--- config.mk ---
export PLATFORM = sky130hd
export DESIGN_NAME = picorv32_wb_master_flat
export DESIGN_NICKNAME = d
export VERILOG_FILES = /design/src/rtl/picorv32_wb_master_pkg.sv /design/src/rtl/picorv32_wb_master_if.sv /design/src/rtl/picorv32_wb_master_timeout.sv /design/src/rtl/picorv32_wb_master.sv /design/src/flat_wrapper.sv
export SDC_FILE = /design/constraint.sdc
export NUM_CORES = 1
export LEC_CHECK = 0
export ABC_AREA = 1
export CORE_ASPECT_RATIO = 0.7
export CORE_UTILIZATION = 30
export CTS_CLUSTER_SIZE = 40
export DETAILED_ROUTE_END_ITERATION = 7
export SYNTH_ARGS = -nofsm -noshare
export SYNTH_HDL_FRONTEND = slang
export SYNTH_HIERARCHICAL = 1
export SYNTH_SLANG_ARGS = --single-unit
--- constraint.sdc ---
create_clock -name i_clk -period 4.5 [get_ports i_clk]
set_input_delay 0.9 -clock i_clk [delete_from_list [all_inputs] [get_ports i_clk]]
set_output_delay 0.9 -clock i_clk [all_outputs]
set_load 0.005 [all_outputs]
--- src/rtl/picorv32_wb_master_pkg.sv ---
// picorv32_wb_master_pkg: shared FSM encodings, defaults and the byte-select helper for the Wishbone bridge
package picorv32_wb_master_pkg;
  localparam logic [1:0] ST_IDLE = 2'd0;
  localparam logic [1:0] ST_REQ  = 2'd1;
  localparam logic [1:0] ST_WAIT = 2'd2;
  localparam logic [31:0] ERR_RDATA_DEFAULT = 32'hDEAD_BEEF;
  localparam int TO_W = 16;
  function automatic logic [3:0] wb_sel(input logic [3:0] wstrb);
    return |wstrb ? wstrb : 4'hF;
  endfunction
endpackage

--- src/rtl/picorv32_wb_master_if.sv ---
// picorv32_wb_master_if: picorv32 native memory port plus Wishbone pipelined master signals.
//   master modport: the bridge (drives o_*, samples i_*); slave modport: core + interconnect side.
interface picorv32_wb_master_if;
  logic        i_mem_valid;
  logic        i_mem_instr;
  logic        o_mem_ready;
  logic [31:0] i_mem_addr;
  logic [31:0] i_mem_wdata;
  logic [3:0]  i_mem_wstrb;
  logic [31:0] o_mem_rdata;
  logic        o_wb_cyc;
  logic        o_wb_stb;
  logic        o_wb_we;
  logic [31:0] o_wb_addr;
  logic [31:0] o_wb_data;
  logic [3:0]  o_wb_sel;
  logic        i_wb_stall;
  logic        i_wb_ack;
  logic        i_wb_err;
  logic [31:0] i_wb_data;
  logic        o_bus_err;
  logic        o_bus_timeout;
  logic [31:0] o_bus_err_addr;
  logic        o_bus_err_instr;
  modport master (
    input  i_mem_valid, i_mem_instr, i_mem_addr, i_mem_wdata, i_mem_wstrb,
    input  i_wb_stall, i_wb_ack, i_wb_err, i_wb_data,
    output o_mem_ready, o_mem_rdata, o_wb_cyc, o_wb_stb, o_wb_we, o_wb_addr, o_wb_data, o_wb_sel,
    output o_bus_err, o_bus_timeout, o_bus_err_addr, o_bus_err_instr
  );
  modport slave (
    output i_mem_valid, i_mem_instr, i_mem_addr, i_mem_wdata, i_mem_wstrb,
    output i_wb_stall, i_wb_ack, i_wb_err, i_wb_data,
    input  o_mem_ready, o_mem_rdata, o_wb_cyc, o_wb_stb, o_wb_we, o_wb_addr, o_wb_data, o_wb_sel,
    input  o_bus_err, o_bus_timeout, o_bus_err_addr, o_bus_err_instr
  );
endinterface

--- src/rtl/picorv32_wb_master_timeout.sv ---
// wb_bus_timeout: saturating cycle counter flagging a stuck Wishbone access.
//   i_clear restarts at 0, i_enable counts one cycle, o_expired is high in the cycle
//   that completes TIMEOUT_CYCLES counted cycles while enabled.
module wb_bus_timeout
  import picorv32_wb_master_pkg::*;
#(
  parameter int unsigned TIMEOUT_CYCLES = 255
) (
  input  logic i_clk,
  input  logic i_reset,
  input  logic i_clear,
  input  logic i_enable,
  output logic o_expired
);
  logic [TO_W-1:0] count_q, count_d;
  always_comb begin
    count_d = i_clear ? '0 : (i_enable && count_q != '1) ? count_q + TO_W'(1) : count_q;
  end
  always_ff @(posedge i_clk or posedge i_reset) begin
    if (i_reset) count_q <= '0;
    else count_q <= count_d;
  end
  assign o_expired = i_enable && !i_clear && (32'(count_q) >= TIMEOUT_CYCLES - 1);
endmodule

--- src/rtl/picorv32_wb_master.sv ---
// picorv32_wb_master: bridges picorv32 memory requests to single-beat Wishbone pipelined cycles.
//   i_clk/i_reset: clock and async active-high reset; bus (master modport): core request/response,
//   Wishbone cyc/stb/we/addr/data/sel with stall/ack/err, and error/timeout status.
//   Slave errors and timeouts complete the access with ERR_RDATA and pulse o_bus_err.
module picorv32_wb_master
  import picorv32_wb_master_pkg::*;
#(
  parameter int unsigned TIMEOUT_CYCLES = 255,
  parameter logic [31:0] ERR_RDATA      = ERR_RDATA_DEFAULT
) (
  input  logic                       i_clk,
  input  logic                       i_reset,
  picorv32_wb_master_if.master       bus
);
  logic [1:0]  state_q, state_d;
  logic        cyc_q, cyc_d, stb_q, stb_d, we_q, we_d;
  logic [31:0] addr_q, addr_d, data_q, data_d;
  logic [3:0]  sel_q, sel_d;
  logic        instr_q, instr_d;
  logic        ready_q, ready_d;
  logic [31:0] rdata_q, rdata_d;
  logic        err_q, err_d, timeout_q, timeout_d;
  logic [31:0] err_addr_q, err_addr_d;
  logic        err_instr_q, err_instr_d;
  logic        launch, busy, expired, err_hit, to_hit, done, fail, finish;
  wb_bus_timeout #(.TIMEOUT_CYCLES(TIMEOUT_CYCLES)) u_timeout (
    .i_clk     (i_clk),
    .i_reset   (i_reset),
    .i_clear   (launch),
    .i_enable  (busy),
    .o_expired (expired)
  );
  always_comb begin
    // ready_q guards against relaunching on the cycle the core still holds valid after completion
    launch      = state_q == ST_IDLE && bus.i_mem_valid && !ready_q;
    busy        = state_q == ST_REQ || state_q == ST_WAIT;
    err_hit     = busy && bus.i_wb_err;
    done        = busy && bus.i_wb_ack && !bus.i_wb_err;
    to_hit      = busy && !bus.i_wb_err && !bus.i_wb_ack && expired;
    fail        = err_hit || to_hit;
    finish      = fail || done;
    state_d     = launch ? ST_REQ : finish ? ST_IDLE :
                  (state_q == ST_REQ && !bus.i_wb_stall) ? ST_WAIT : busy ? state_q : ST_IDLE;
    cyc_d       = launch || (busy && !finish);
    stb_d       = launch || (state_q == ST_REQ && bus.i_wb_stall && !finish);
    we_d        = launch ? |bus.i_mem_wstrb : we_q;
    addr_d      = launch ? bus.i_mem_addr : addr_q;
    data_d      = launch ? bus.i_mem_wdata : data_q;
    sel_d       = launch ? wb_sel(bus.i_mem_wstrb) : sel_q;
    instr_d     = launch ? bus.i_mem_instr : instr_q;
    ready_d     = finish;
    rdata_d     = fail ? ERR_RDATA : (done && !we_q) ? bus.i_wb_data : rdata_q;
    err_d       = fail;
    timeout_d   = to_hit;
    err_addr_d  = fail ? addr_q : err_addr_q;
    err_instr_d = fail ? instr_q : err_instr_q;
  end
  always_ff @(posedge i_clk or posedge i_reset) begin
    if (i_reset) begin
      state_q     <= ST_IDLE;
      cyc_q       <= 1'b0;
      stb_q       <= 1'b0;
      we_q        <= 1'b0;
      addr_q      <= '0;
      data_q      <= '0;
      sel_q       <= '0;
      instr_q     <= 1'b0;
      ready_q     <= 1'b0;
      rdata_q     <= '0;
      err_q       <= 1'b0;
      timeout_q   <= 1'b0;
      err_addr_q  <= '0;
      err_instr_q <= 1'b0;
    end else begin
      state_q     <= state_d;
      cyc_q       <= cyc_d;
      stb_q       <= stb_d;
      we_q        <= we_d;
      addr_q      <= addr_d;
      data_q      <= data_d;
      sel_q       <= sel_d;
      instr_q     <= instr_d;
      ready_q     <= ready_d;
      rdata_q     <= rdata_d;
      err_q       <= err_d;
      timeout_q   <= timeout_d;
      err_addr_q  <= err_addr_d;
      err_instr_q <= err_instr_d;
    end
  end
  assign bus.o_mem_ready     = ready_q;
  assign bus.o_mem_rdata     = rdata_q;
  assign bus.o_wb_cyc        = cyc_q;
  assign bus.o_wb_stb        = stb_q;
  assign bus.o_wb_we         = we_q;
  assign bus.o_wb_addr       = addr_q;
  assign bus.o_wb_data       = data_q;
  assign bus.o_wb_sel        = sel_q;
  assign bus.o_bus_err       = err_q;
  assign bus.o_bus_timeout   = timeout_q;
  assign bus.o_bus_err_addr  = err_addr_q;
  assign bus.o_bus_err_instr = err_instr_q;
endmodule

--- src/flat_wrapper.sv ---
// flat-port wrapper written by rule: the top's interface ports become plain ports
module picorv32_wb_master_flat import picorv32_wb_master_pkg::*;
#(
  parameter int unsigned TIMEOUT_CYCLES = 255,
  parameter logic [31:0] ERR_RDATA      = ERR_RDATA_DEFAULT
)
  (i_clk, i_reset, bus_i_mem_valid, bus_i_mem_instr, bus_i_mem_addr, bus_i_mem_wdata, bus_i_mem_wstrb, bus_i_wb_stall, bus_i_wb_ack, bus_i_wb_err, bus_i_wb_data, bus_o_mem_ready, bus_o_mem_rdata, bus_o_wb_cyc, bus_o_wb_stb, bus_o_wb_we, bus_o_wb_addr, bus_o_wb_data, bus_o_wb_sel, bus_o_bus_err, bus_o_bus_timeout, bus_o_bus_err_addr, bus_o_bus_err_instr);
  picorv32_wb_master_if bus_i ();
  input  logic i_clk;
  input  logic i_reset;
  input wire logic [$bits(bus_i.i_mem_valid)-1:0] bus_i_mem_valid;
  input wire logic [$bits(bus_i.i_mem_instr)-1:0] bus_i_mem_instr;
  input wire logic [$bits(bus_i.i_mem_addr)-1:0] bus_i_mem_addr;
  input wire logic [$bits(bus_i.i_mem_wdata)-1:0] bus_i_mem_wdata;
  input wire logic [$bits(bus_i.i_mem_wstrb)-1:0] bus_i_mem_wstrb;
  input wire logic [$bits(bus_i.i_wb_stall)-1:0] bus_i_wb_stall;
  input wire logic [$bits(bus_i.i_wb_ack)-1:0] bus_i_wb_ack;
  input wire logic [$bits(bus_i.i_wb_err)-1:0] bus_i_wb_err;
  input wire logic [$bits(bus_i.i_wb_data)-1:0] bus_i_wb_data;
  output wire logic [$bits(bus_i.o_mem_ready)-1:0] bus_o_mem_ready;
  output wire logic [$bits(bus_i.o_mem_rdata)-1:0] bus_o_mem_rdata;
  output wire logic [$bits(bus_i.o_wb_cyc)-1:0] bus_o_wb_cyc;
  output wire logic [$bits(bus_i.o_wb_stb)-1:0] bus_o_wb_stb;
  output wire logic [$bits(bus_i.o_wb_we)-1:0] bus_o_wb_we;
  output wire logic [$bits(bus_i.o_wb_addr)-1:0] bus_o_wb_addr;
  output wire logic [$bits(bus_i.o_wb_data)-1:0] bus_o_wb_data;
  output wire logic [$bits(bus_i.o_wb_sel)-1:0] bus_o_wb_sel;
  output wire logic [$bits(bus_i.o_bus_err)-1:0] bus_o_bus_err;
  output wire logic [$bits(bus_i.o_bus_timeout)-1:0] bus_o_bus_timeout;
  output wire logic [$bits(bus_i.o_bus_err_addr)-1:0] bus_o_bus_err_addr;
  output wire logic [$bits(bus_i.o_bus_err_instr)-1:0] bus_o_bus_err_instr;
  assign bus_i.i_mem_valid = bus_i_mem_valid;
  assign bus_i.i_mem_instr = bus_i_mem_instr;
  assign bus_i.i_mem_addr = bus_i_mem_addr;
  assign bus_i.i_mem_wdata = bus_i_mem_wdata;
  assign bus_i.i_mem_wstrb = bus_i_mem_wstrb;
  assign bus_i.i_wb_stall = bus_i_wb_stall;
  assign bus_i.i_wb_ack = bus_i_wb_ack;
  assign bus_i.i_wb_err = bus_i_wb_err;
  assign bus_i.i_wb_data = bus_i_wb_data;
  assign bus_o_mem_ready = bus_i.o_mem_ready;
  assign bus_o_mem_rdata = bus_i.o_mem_rdata;
  assign bus_o_wb_cyc = bus_i.o_wb_cyc;
  assign bus_o_wb_stb = bus_i.o_wb_stb;
  assign bus_o_wb_we = bus_i.o_wb_we;
  assign bus_o_wb_addr = bus_i.o_wb_addr;
  assign bus_o_wb_data = bus_i.o_wb_data;
  assign bus_o_wb_sel = bus_i.o_wb_sel;
  assign bus_o_bus_err = bus_i.o_bus_err;
  assign bus_o_bus_timeout = bus_i.o_bus_timeout;
  assign bus_o_bus_err_addr = bus_i.o_bus_err_addr;
  assign bus_o_bus_err_instr = bus_i.o_bus_err_instr;
  picorv32_wb_master #(.TIMEOUT_CYCLES(TIMEOUT_CYCLES), .ERR_RDATA(ERR_RDATA)) u_core (.i_clk(i_clk), .i_reset(i_reset), .bus(bus_i));
endmodule
* After elaboration in Yosys (flattened, before gate mapping) *
Index checks and enable logic that the tools add are counted.

word-level totals
  bits of input ports = 107
  output and inout port bits = 139
  word-level logic and storage cells = 62
  flip-flop bits (word level) = 158

cells by class
  reductions and logical operators = 32
  add/subtract/negate cells = 1
  eq/ne operators = 4
  multiplexer cells = 9
  order comparisons = 1

operators with widths
  cell                     count
  $mux W32                 2
  $mux W16                 2
  $add A16 B1 Y16 const B  1
  $ge A16 B8 Y1 const B    1
  $logic_and A1 B1 Y1      16
  $ne A16 B16 Y1 const B   1
  $mux W2                  4
  $logic_not A1 Y1         7
  $logic_or A1 B1 Y1       5
  $mux W4                  1
  $ne A4 B2 Y1 const B     1
  $reduce_bool A2 Y1       2
  $reduce_or A4 Y1         1
  $eq A2 B1 Y1 const B     1
  $eq A2 B2 Y1 const B     1
  $logic_not A2 Y1         1

* Logic depth before layout (Yosys ltp) *
  depth after elaboration = 12
  mapped depth = 17
  gate-level depth less buffers = 13

* Cells and area by module *
Netlist, hierarchy kept.

modules (own cells, without submodules)
  module              seq. area each (µm²)  area an instance (µm²)  cells each  times used
  picorv32_wb_master  3553.4                5647.9                  632         1
  wb_bus_timeout      400.4                 1164.9                  168         1

* Worst setup path after synthesis *
No wires, ideal clock.

  path kind = input port to flip-flop
  start point = input port bus_i_mem_valid
  end point = register u_core.rdata_q[0], in the netlist u_core/bus.o_mem_rdata[0]
  buffers on the path = 4
  cell stages on the path = 15
  arrival time = 2285 ps
  slack = 2098 ps
  required time = 4383 ps
  library setup time = 117 ps
  cell sequence = nand2_1 > nor2_4 > buf_2 > buf_2 > inv_1 > nand2_1 > a21oi_1 > nand2_1 > nand2_1 > nand2_2 > buf_6 > buf_6 > nand2_1 > nand2_1 > nand2_1

on the way
  word-level cells in the longest chain between the ends = 8
  elaborated cells between the ends (all ways) = 9
  those cells by class = mux (1); reduce/logical (8)

RTL lines
  what                                            line                              text
  start: declaration                              flat_wrapper.sv:11                input wire logic [$bits(bus_i.i_mem_valid)-1:0] bus_i_mem_valid;
  $logic_and A1 B1 Y1 (*) (2 in a row)            picorv32_wb_master.sv:35          launch = state_q == ST_IDLE && bus.i_mem_valid && !ready_q;
  net u_core.launch                               picorv32_wb_master.sv:25          logic launch, busy, expired, err_hit, to_hit, done, fail, finish;
  $logic_not A1 Y1 (*)                            picorv32_wb_master_timeout.sv:23  assign o_expired = i_enable && !i_clear && (32'(count_q) >= TIMEOUT_CYCLES - 1);
  $logic_and A1 B1 Y1 (*) (2 in a row)            picorv32_wb_master_timeout.sv:23
  net u_core.expired                              picorv32_wb_master.sv:25
  $logic_and A1 B1 Y1 (*)                         picorv32_wb_master.sv:39          to_hit = busy && !bus.i_wb_err && !bus.i_wb_ack && expired;
  $logic_or A1 B1 Y1 (*)                          picorv32_wb_master.sv:40          fail = err_hit || to_hit;
  $mux W32 or $reduce_bool A2 Y1 (tied branches)  n/a
  end signal: assignment                          picorv32_wb_master.sv:84          rdata_q <= rdata_d;
  end: declaration                                picorv32_wb_master.sv:21          logic [31:0] rdata_q, rdata_d;

The timed path passes the listed nets; every way through them passes the cells marked *.
A chain may end at the register's enable or synchronous reset.

* Final worst setup path *
  start point = input port bus_i_mem_valid
  end point = register u_core.rdata_q[25], in the netlist u_core/bus.o_mem_rdata[25]

on the way
  word-level cells in the longest chain between the ends = 8
  elaborated cells between the ends (all ways) = 9
  those cells by class = mux (1); reduce/logical (8)

RTL lines
  what                                            line
  $logic_and A1 B1 Y1 (*) (2 in a row)            picorv32_wb_master.sv:35
  $logic_not A1 Y1 (*)                            picorv32_wb_master_timeout.sv:23
  $logic_and A1 B1 Y1 (*) (2 in a row)            picorv32_wb_master_timeout.sv:23
  net u_core.expired                              picorv32_wb_master.sv:25
  $logic_and A1 B1 Y1 (*)                         picorv32_wb_master.sv:39
  $logic_or A1 B1 Y1 (*)                          picorv32_wb_master.sv:40
  $mux W32 or $reduce_bool A2 Y1 (tied branches)  n/a

Marks and branches as above.

==> summary.txt <==
Status
  – Status: complete, no violations

Timing
  – Setup TNS: 0 ns
  – Worst hold-check slack: 0.474 ns
  – Slew Limit Fails: 0
  – RSZ-0062 raised after global routing: no
  – Slew @ Worst Pin: 1.04 ns
  – Max Clock Skew: 0.0174 ns
  – Final Hold Fails: 0
  – Final setup violation count: 0
  – Slew headroom: 0.301
  – Period utilisation layout: 0.692
  – Max Clock Freq: 321 MHz
  – Min Tclk post-route: 3.11 ns

Clock tree
  – Postcts setup bufs: 0
  – Clk slew on worst S/H paths: 0.06 ns
  – CTS H-tree lvls: 4
  – Worst skew pair latency: 0.43 ns
  – Hold Buf Count CTS: 0
  – Clk buf depth: 2
  – CTS Root Cell: clkbuf_16
  – CTS buffer count: 17
  – Sink Count: 158
  – CTS tree: built
  – Cts repair resizes: 0

Die
  – Die footprint: 0.0233 mm^2
  – Die X: 182 um
  – Initial Util: 0.310
  – Core Area: 0.0220 mm^2
  – Die height: 128 um
  – Row Count: 45
  – IO Pins: 246

Pwr
  – P_leak: 0.00489 uW
  – Pwr Density: 661 mW/mm^2
  – P_int: 4350 uW
  – VDD IR-drop max: 236 uV
  – Switching power total: 2320 uW
  – Reg power frac: 0.358
  – Sw frac: 0.348
  – Clock network power share: 0.221
  – Comb power frac: 0.420

Global route
  – Largest net degree at the start of global routing: 96
  – Vias in the first global route: 5630
  – Total GRT Usage: 0.166
  – Global-route wire length before repair: 30300 um
  – Grt ovf: 0
  – Initial antenna violation count: 0

Drt
  – Antenna-violating nets left: 0
  – Drt pass-1 iters: 4
  – Via density: 4.42
  – Via count: 5859
  – Routed wl met3: 1820 um
  – Wirelength per Cell: 14.2 um
  – DR top layer: met4
  – Residual DRC: 0
  – WL met1: 8870 um
  – DRT iter0 DRCs: 369
  – Final wirelength: 18900 um
  – Met2 WL post-DR: 7910 um

Critical path
  – R2R depth: 6
  – Crit start category: primary input
  – CP arrival: 3.47 ns
  – Critical path class: in2reg
  – Worst R2R Start: u_core/state_q[0]$_DFFE_PP0P_
  – Max Fanout on Critical Path: 38
  – Worst setup EP type: flop
  – CP required: 4.85 ns
  – R2r endpoint: u_core/bus.o_mem_rdata[25]$_DFFE_PP0P_
  – Reg2Reg Setup Slack: 1.55 ns

Yosys
  – Top FF cell, synth: dfrtp_1
  – Post-synth top area share: 0.580
  – Ys async rst share: 1.00
  – Synth Instances: 800
  – Unique masters post-synth: 32
  – Avg Synthesized Cell Area: 8.52 um^2
  – Synthesis-stage register bit count: 158
  – EDFF count, synth: 0
  – Yosys warnings: 6
  – Cell Area, Synth: 0.00681 mm^2
  – Largest cells by area after synthesis: dfrtp_1, nand2_1, nand3_1
  – Most frequent cells after synthesis: nand2_1, dfrtp_1, inv_1
  – Top-count cell post-synth: nand2_1
  – Yosys top cell by area: dfrtp_1
  – Syn Nets: 911
  – Sequential area share after synthesis: 0.580

Cells and area
  – NumNets Final: 1143
  – Post-route cell area: 0.0101 mm^2
  – Synth-to-Final Area Change: 48.0%
  – Fraction of layout cells with a size suffix above 1: 0.0574
  – Fillcell total: 2142
  – N_diodes: 0

Placement
  – Placed Area: 0.00948 mm^2
  – Number of I/O port buffers: 245
  – DP HPWL: 13300 um
  – RD Place Congestion: 0.898

Flow run
  – Max cap viols: 0

Min path
  – Worst min path class: reg2reg
  – Min-delay src: u_core/bus.o_wb_data[5]$_DFFE_PP0P_
  – WHS Endpoint: u_core/bus.o_wb_data[5]$_DFFE_PP0P_
  – Hold Path Stages: 2
[power by group through the flow]
stage	combinational, uW	clock [uW]	sequential (uW)
floorplan	1210	0	2430
global placement	2820	0	2400
detailed placement	2850	0	2400
CTS	2850	1530	2400
global route	3140	1590	2470
finish	2800	1480	2390
[worst max path at each step]
stage | from | end | slack [ns] | cells past startpoint
after global routing | bus_i_mem_valid | u_core/bus.o_mem_rdata[28]$_DFFE_PP0P_ | 1.10 | 12
after detailed placement | bus_i_mem_valid | u_core/bus.o_mem_rdata[25]$_DFFE_PP0P_ | 0.99 | 12
final | bus_i_mem_valid | u_core/bus.o_mem_rdata[25]$_DFFE_PP0P_ | 1.39 | 12
after floorplan | i_reset | u_core/bus.o_bus_err$_DFF_PP0_ | 1.82 | 1
after CTS | bus_i_mem_valid | u_core/bus.o_mem_rdata[25]$_DFFE_PP0P_ | 1.42 | 12
after global placement | bus_i_mem_valid | u_core/bus.o_mem_rdata[25]$_DFFE_PP0P_ | 1.06 | 12
[through the flow]
step	instances	power, uW	util	worst slack (ns)
after floorplan	800	3640	-	1.82
after global placement	1295	5220	0.432	1.06
after detailed placement	1295	5250	0.432	0.991
after CTS	1327	6780	0.459	1.42
after global routing	1327	7200	0.459	1.10
final	1327	6670	0.459	1.39
[state kept, by name, indices dropped and copies added, names as in the netlist, 2 cells and up]
name and count:
u_core/state_q 2, u_core/bus.o_mem_rdata 32, u_core/u_timeout/count_q 16, u_core/bus.o_wb_data 32, u_core/bus.o_wb_addr 32, u_core/bus.o_bus_err_addr 32
u_core/bus.o_wb_sel 4
[layout by cell type, fill, tap and decap left out]
master	n
nor2_4	1
buf_12	3
nor3_2	1
xnor2_1	1
xor2_1	5
o21ai_1	9
nor2_2	5
nor3_4	1
inv_2	3
nor2_1	32
bufinv_16	2
nand2_1	304
a21oi_1	3
inv_8	4
clkdlybuf4s50_1	245
clkinv_2	2
clkbuf_16	17
nor3_1	1
nand3_4	1
ha_1	4
buf_4	2
o21ai_0	63
nand2_4	2
clkinvlp_4	2
inv_6	4
nand2_2	3
nand3_2	4
dfrtp_1	158
o2111ai_1	1
nand3_1	67
nand3b_1	1
inv_1	85
clkinv_1	2
clkinv_4	2
nand4_1	4
nand4_2	1
[worst max-delay path: stages]
cell and delay, ns:
clkdlybuf4s50_1 0.41, nand2_1 0.11, nor2_4 0.04, inv_1 0.49, nand2_1 0.16, a21oi_1 0.18, nand2_1 0.09, nand2_1 0.11
nand2_4 0.24, nand2_2 0.50, nand2_1 0.11, nand2_1 0.09
[layout make-up]
class	count	area, um^2	share of cell area
repair buffers	250	2530	0.251
well taps	282	353	0.0350
multi-input cells	514	2300	0.228
clock inverters	15	175	0.0174
inverters	91	345	0.0343
flip-flops and latches	158	3950	0.392
clock buffers	17	425	0.0422
[layer usage]
layer	vias up	global-route usage
li1	2939	-
met1	2686	0.227
met2	216	0.239
met3	18	0.0665
met4	0	0.0534
met5	-	0
[logic make-up (layout without fill, tap and decap cells)]
kind of cell | after synthesis | count (layout) | share of synthesized area
AOI/OAI and AO/OA | 76 | 76 | 0.0564
xor gates and xnor gates | 6 | 6 | 0.00771
adders and majority gates | 4 | 4 | 0.00735
buffers and inverters | 128 | 373 | 0.0826
DFF | 158 | 158 | 0.580
and+or+nand+nor | 428 | 428 | 0.266
(Power assumes the default switching activity.)
==> edit: new RTL, config.mk and constraints unchanged <==
Set the package constant `TO_W` to 24 (it was 16).
--- a/src/rtl/picorv32_wb_master_pkg.sv
+++ b/src/rtl/picorv32_wb_master_pkg.sv
@@ -5,5 +5,5 @@
   localparam logic [1:0] ST_WAIT = 2'd2;
   localparam logic [31:0] ERR_RDATA_DEFAULT = 32'hDEAD_BEEF;
-  localparam int TO_W = 16;
+  localparam int TO_W = 24;
   function automatic logic [3:0] wb_sel(input logic [3:0] wstrb);
     return |wstrb ? wstrb : 4'hF;
Behaviour: same outputs for any inputs over 10 cycles, from zero or initial values and one cycle with i_reset high; that may be too few to reach the edited logic, so the function may still have changed.
==> edit against the original RTL <==
Setup slack improved by 0.18 ns. Sequential cell count increased by 8. Utilization decreased by 0.93 points. Power increased by 6.7%. Synthesized cell count increased by 9.1%. Cell area increased by 7.3%. Global-route usage increased by 0.12 points. Non-clock buffer count increased by 4. Area after synthesis increased by 9.6%. Wire length increased by 11%. Maximum frequency increased by 6.2%. Clock power increased by 9%.
==> edit: results (changes against the original RTL) <==
Static Leakage - 5.112 nW (+4.5%)
Worst slew pin tran - 0.9969 ns (-0.04466 ns)
Clk_skew - 0.01721 ns (-0.0002163 ns)
Final RePlAce weighted congestion - 0.8410 (-6.3%)
First-pass GRT wire length - 33200 um (+9.6%)
Arrival @ worst endpoint - 3.29 ns (-0.18 ns)
Via Count - 6374 (+8.8%)
Met1 Usage GRT - 22.37% (-0.36 points)
Synth Net Count - 984 (+8.0%)
HP Class - reg2reg
Fin. max-slew vios - 0 (unchanged)
Clock-pin slew on the worst setup and hold paths - 0.06 ns (about the same)
Pin count of the biggest net entering global routing - 81 (-16%)
CP peak stage delay - 0.52 ns (+0.02 ns)
Antenna violations before repair - 0 (unchanged)
Inserted Diodes - 0 (unchanged)
Yosys warns - 6 (unchanged)
Root Driver - clkbuf_16
Synth cell count leaders - nand2_1, dfrtp_1, inv_1
CP max FO - 53 (+39%)
Clock Path Buffers - 2 (unchanged)
CTS H-tree depth - 4 (unchanged)
Resized Gates After CTS - 0 (unchanged)
Register area share after synthesis - 55.65% (-2.4 points)
Fill cell count - 2400 (+12%)
Area contributors post-synth - dfrtp_1, nand2_1, nand3_1
Layout cell share with drive strength beyond 1 - 7.857% (+2.1 points)
Pre-Repair DR Iteration Count - 5 (+1)
Drt initial violations - 340 (-7.9%)
Met2 Use GR - 25.35% (+1.5 points)
Status - finished, final reports clean
Peak VDD IR - 0.0003212 V (+36%)
Yosys cell types - 34 (+6.3%)
Routed wire length per instance - 14.53 um (+2.2%)
Slowest cell on crit path - nand2_2
Buffers on Ports - 245 (unchanged)
Worst-Skew Late Latency - 0.43 ns (about the same)
Cell family with most CP delay - simple AND/OR/NAND/NOR gates
Dpl hpwl - 14850 um (+12%)
Global Route Usage Sum - 16.76% (+0.12 points)
FFs w/ async S/R, synth - 100.0% (unchanged)
Vias in the first global route - 6183 (+9.8%)
Setup Fix Bufs, Post-CTS - 0 (unchanged)
Num CTS Buffers - 17 (unchanged)
Met3 GRT Util - 6.541% (-0.11 points)
Nets@finish - 1218 (+6.6%)
[edit: layout make-up]
cell class	instances	area share, %
multi-input combinational	575	25.11
sequential	166	38.39
clock inverter	14	2.070
tap	318	3.678
timing repair buffer	254	23.52
inverter	93	3.261
clock buffer	18	3.967
[edit: power breakdown]
part | internal [mW] | switching [mW] | total [mW]
logic | 1.52 | 1.49 | 3.01
clock network | 0.992 | 0.623 | 1.62
registers | 2.13 | 0.361 | 2.49
[edit: logic make-up after synthesis]
family | share of synthesized area (%)
AND/OR/NAND/NOR | 27.69
XOR/XNOR | 1.525
AO/OA/AOI/OAI | 6.436
buffers and inverters | 8.029
flip-flops | 55.65
adder cells (fa/ha/maj) | 0.6705
[edit: final timing paths]
path,from,end,slack (ns),cells past startpoint
max,bus_i_mem_valid,u_core/bus.o_mem_rdata[13]$_DFFE_PP0P_,1.57,12
min,u_core/bus.o_wb_data[2]$_DFFE_PP0P_,u_core/bus.o_wb_data[2]$_DFFE_PP0P_,0.47,2
max reg2reg,u_core/state_q[0]$_DFFE_PP0P_,u_core/bus.o_mem_rdata[13]$_DFFE_PP0P_,1.64,13
min reg2reg,u_core/bus.o_wb_data[2]$_DFFE_PP0P_,u_core/bus.o_wb_data[2]$_DFFE_PP0P_,0.47,2
max in group asynchronous,i_reset,u_core/bus.o_mem_rdata[25]$_DFFE_PP0P_,2.57,3
min in group asynchronous,i_reset,u_core/bus.o_wb_addr[6]$_DFFE_PP0P_,1.06,2
[edit: routing by layer]
layer	share of wire, %	wire length [um]
met5	0	0
met4	0.76	159
met1	46	9575
met3	9.5	1979
met2	44	9174
[edit: through the flow]
step	util (%)	hold WS, ns	instance area (sq um)	worst slack, ns	std cells
final	44.98	0.4700	10820	1.569	1438
after global routing	44.98	0.4942	10820	1.386	1438
after CTS	44.98	0.4761	10820	1.590	1438
after detailed placement	42.27	0.4609	10170	1.161	1406
after global placement	42.27	0.4543	10170	1.157	1406
after floorplan	-	0.4654	7468	1.823	873
[edit: worst min-delay path, cell delays in order (launching register included)]
cell and delay, ns:
dfrtp_1 0.34, nand2_1 0.05, nand2_1 0.04
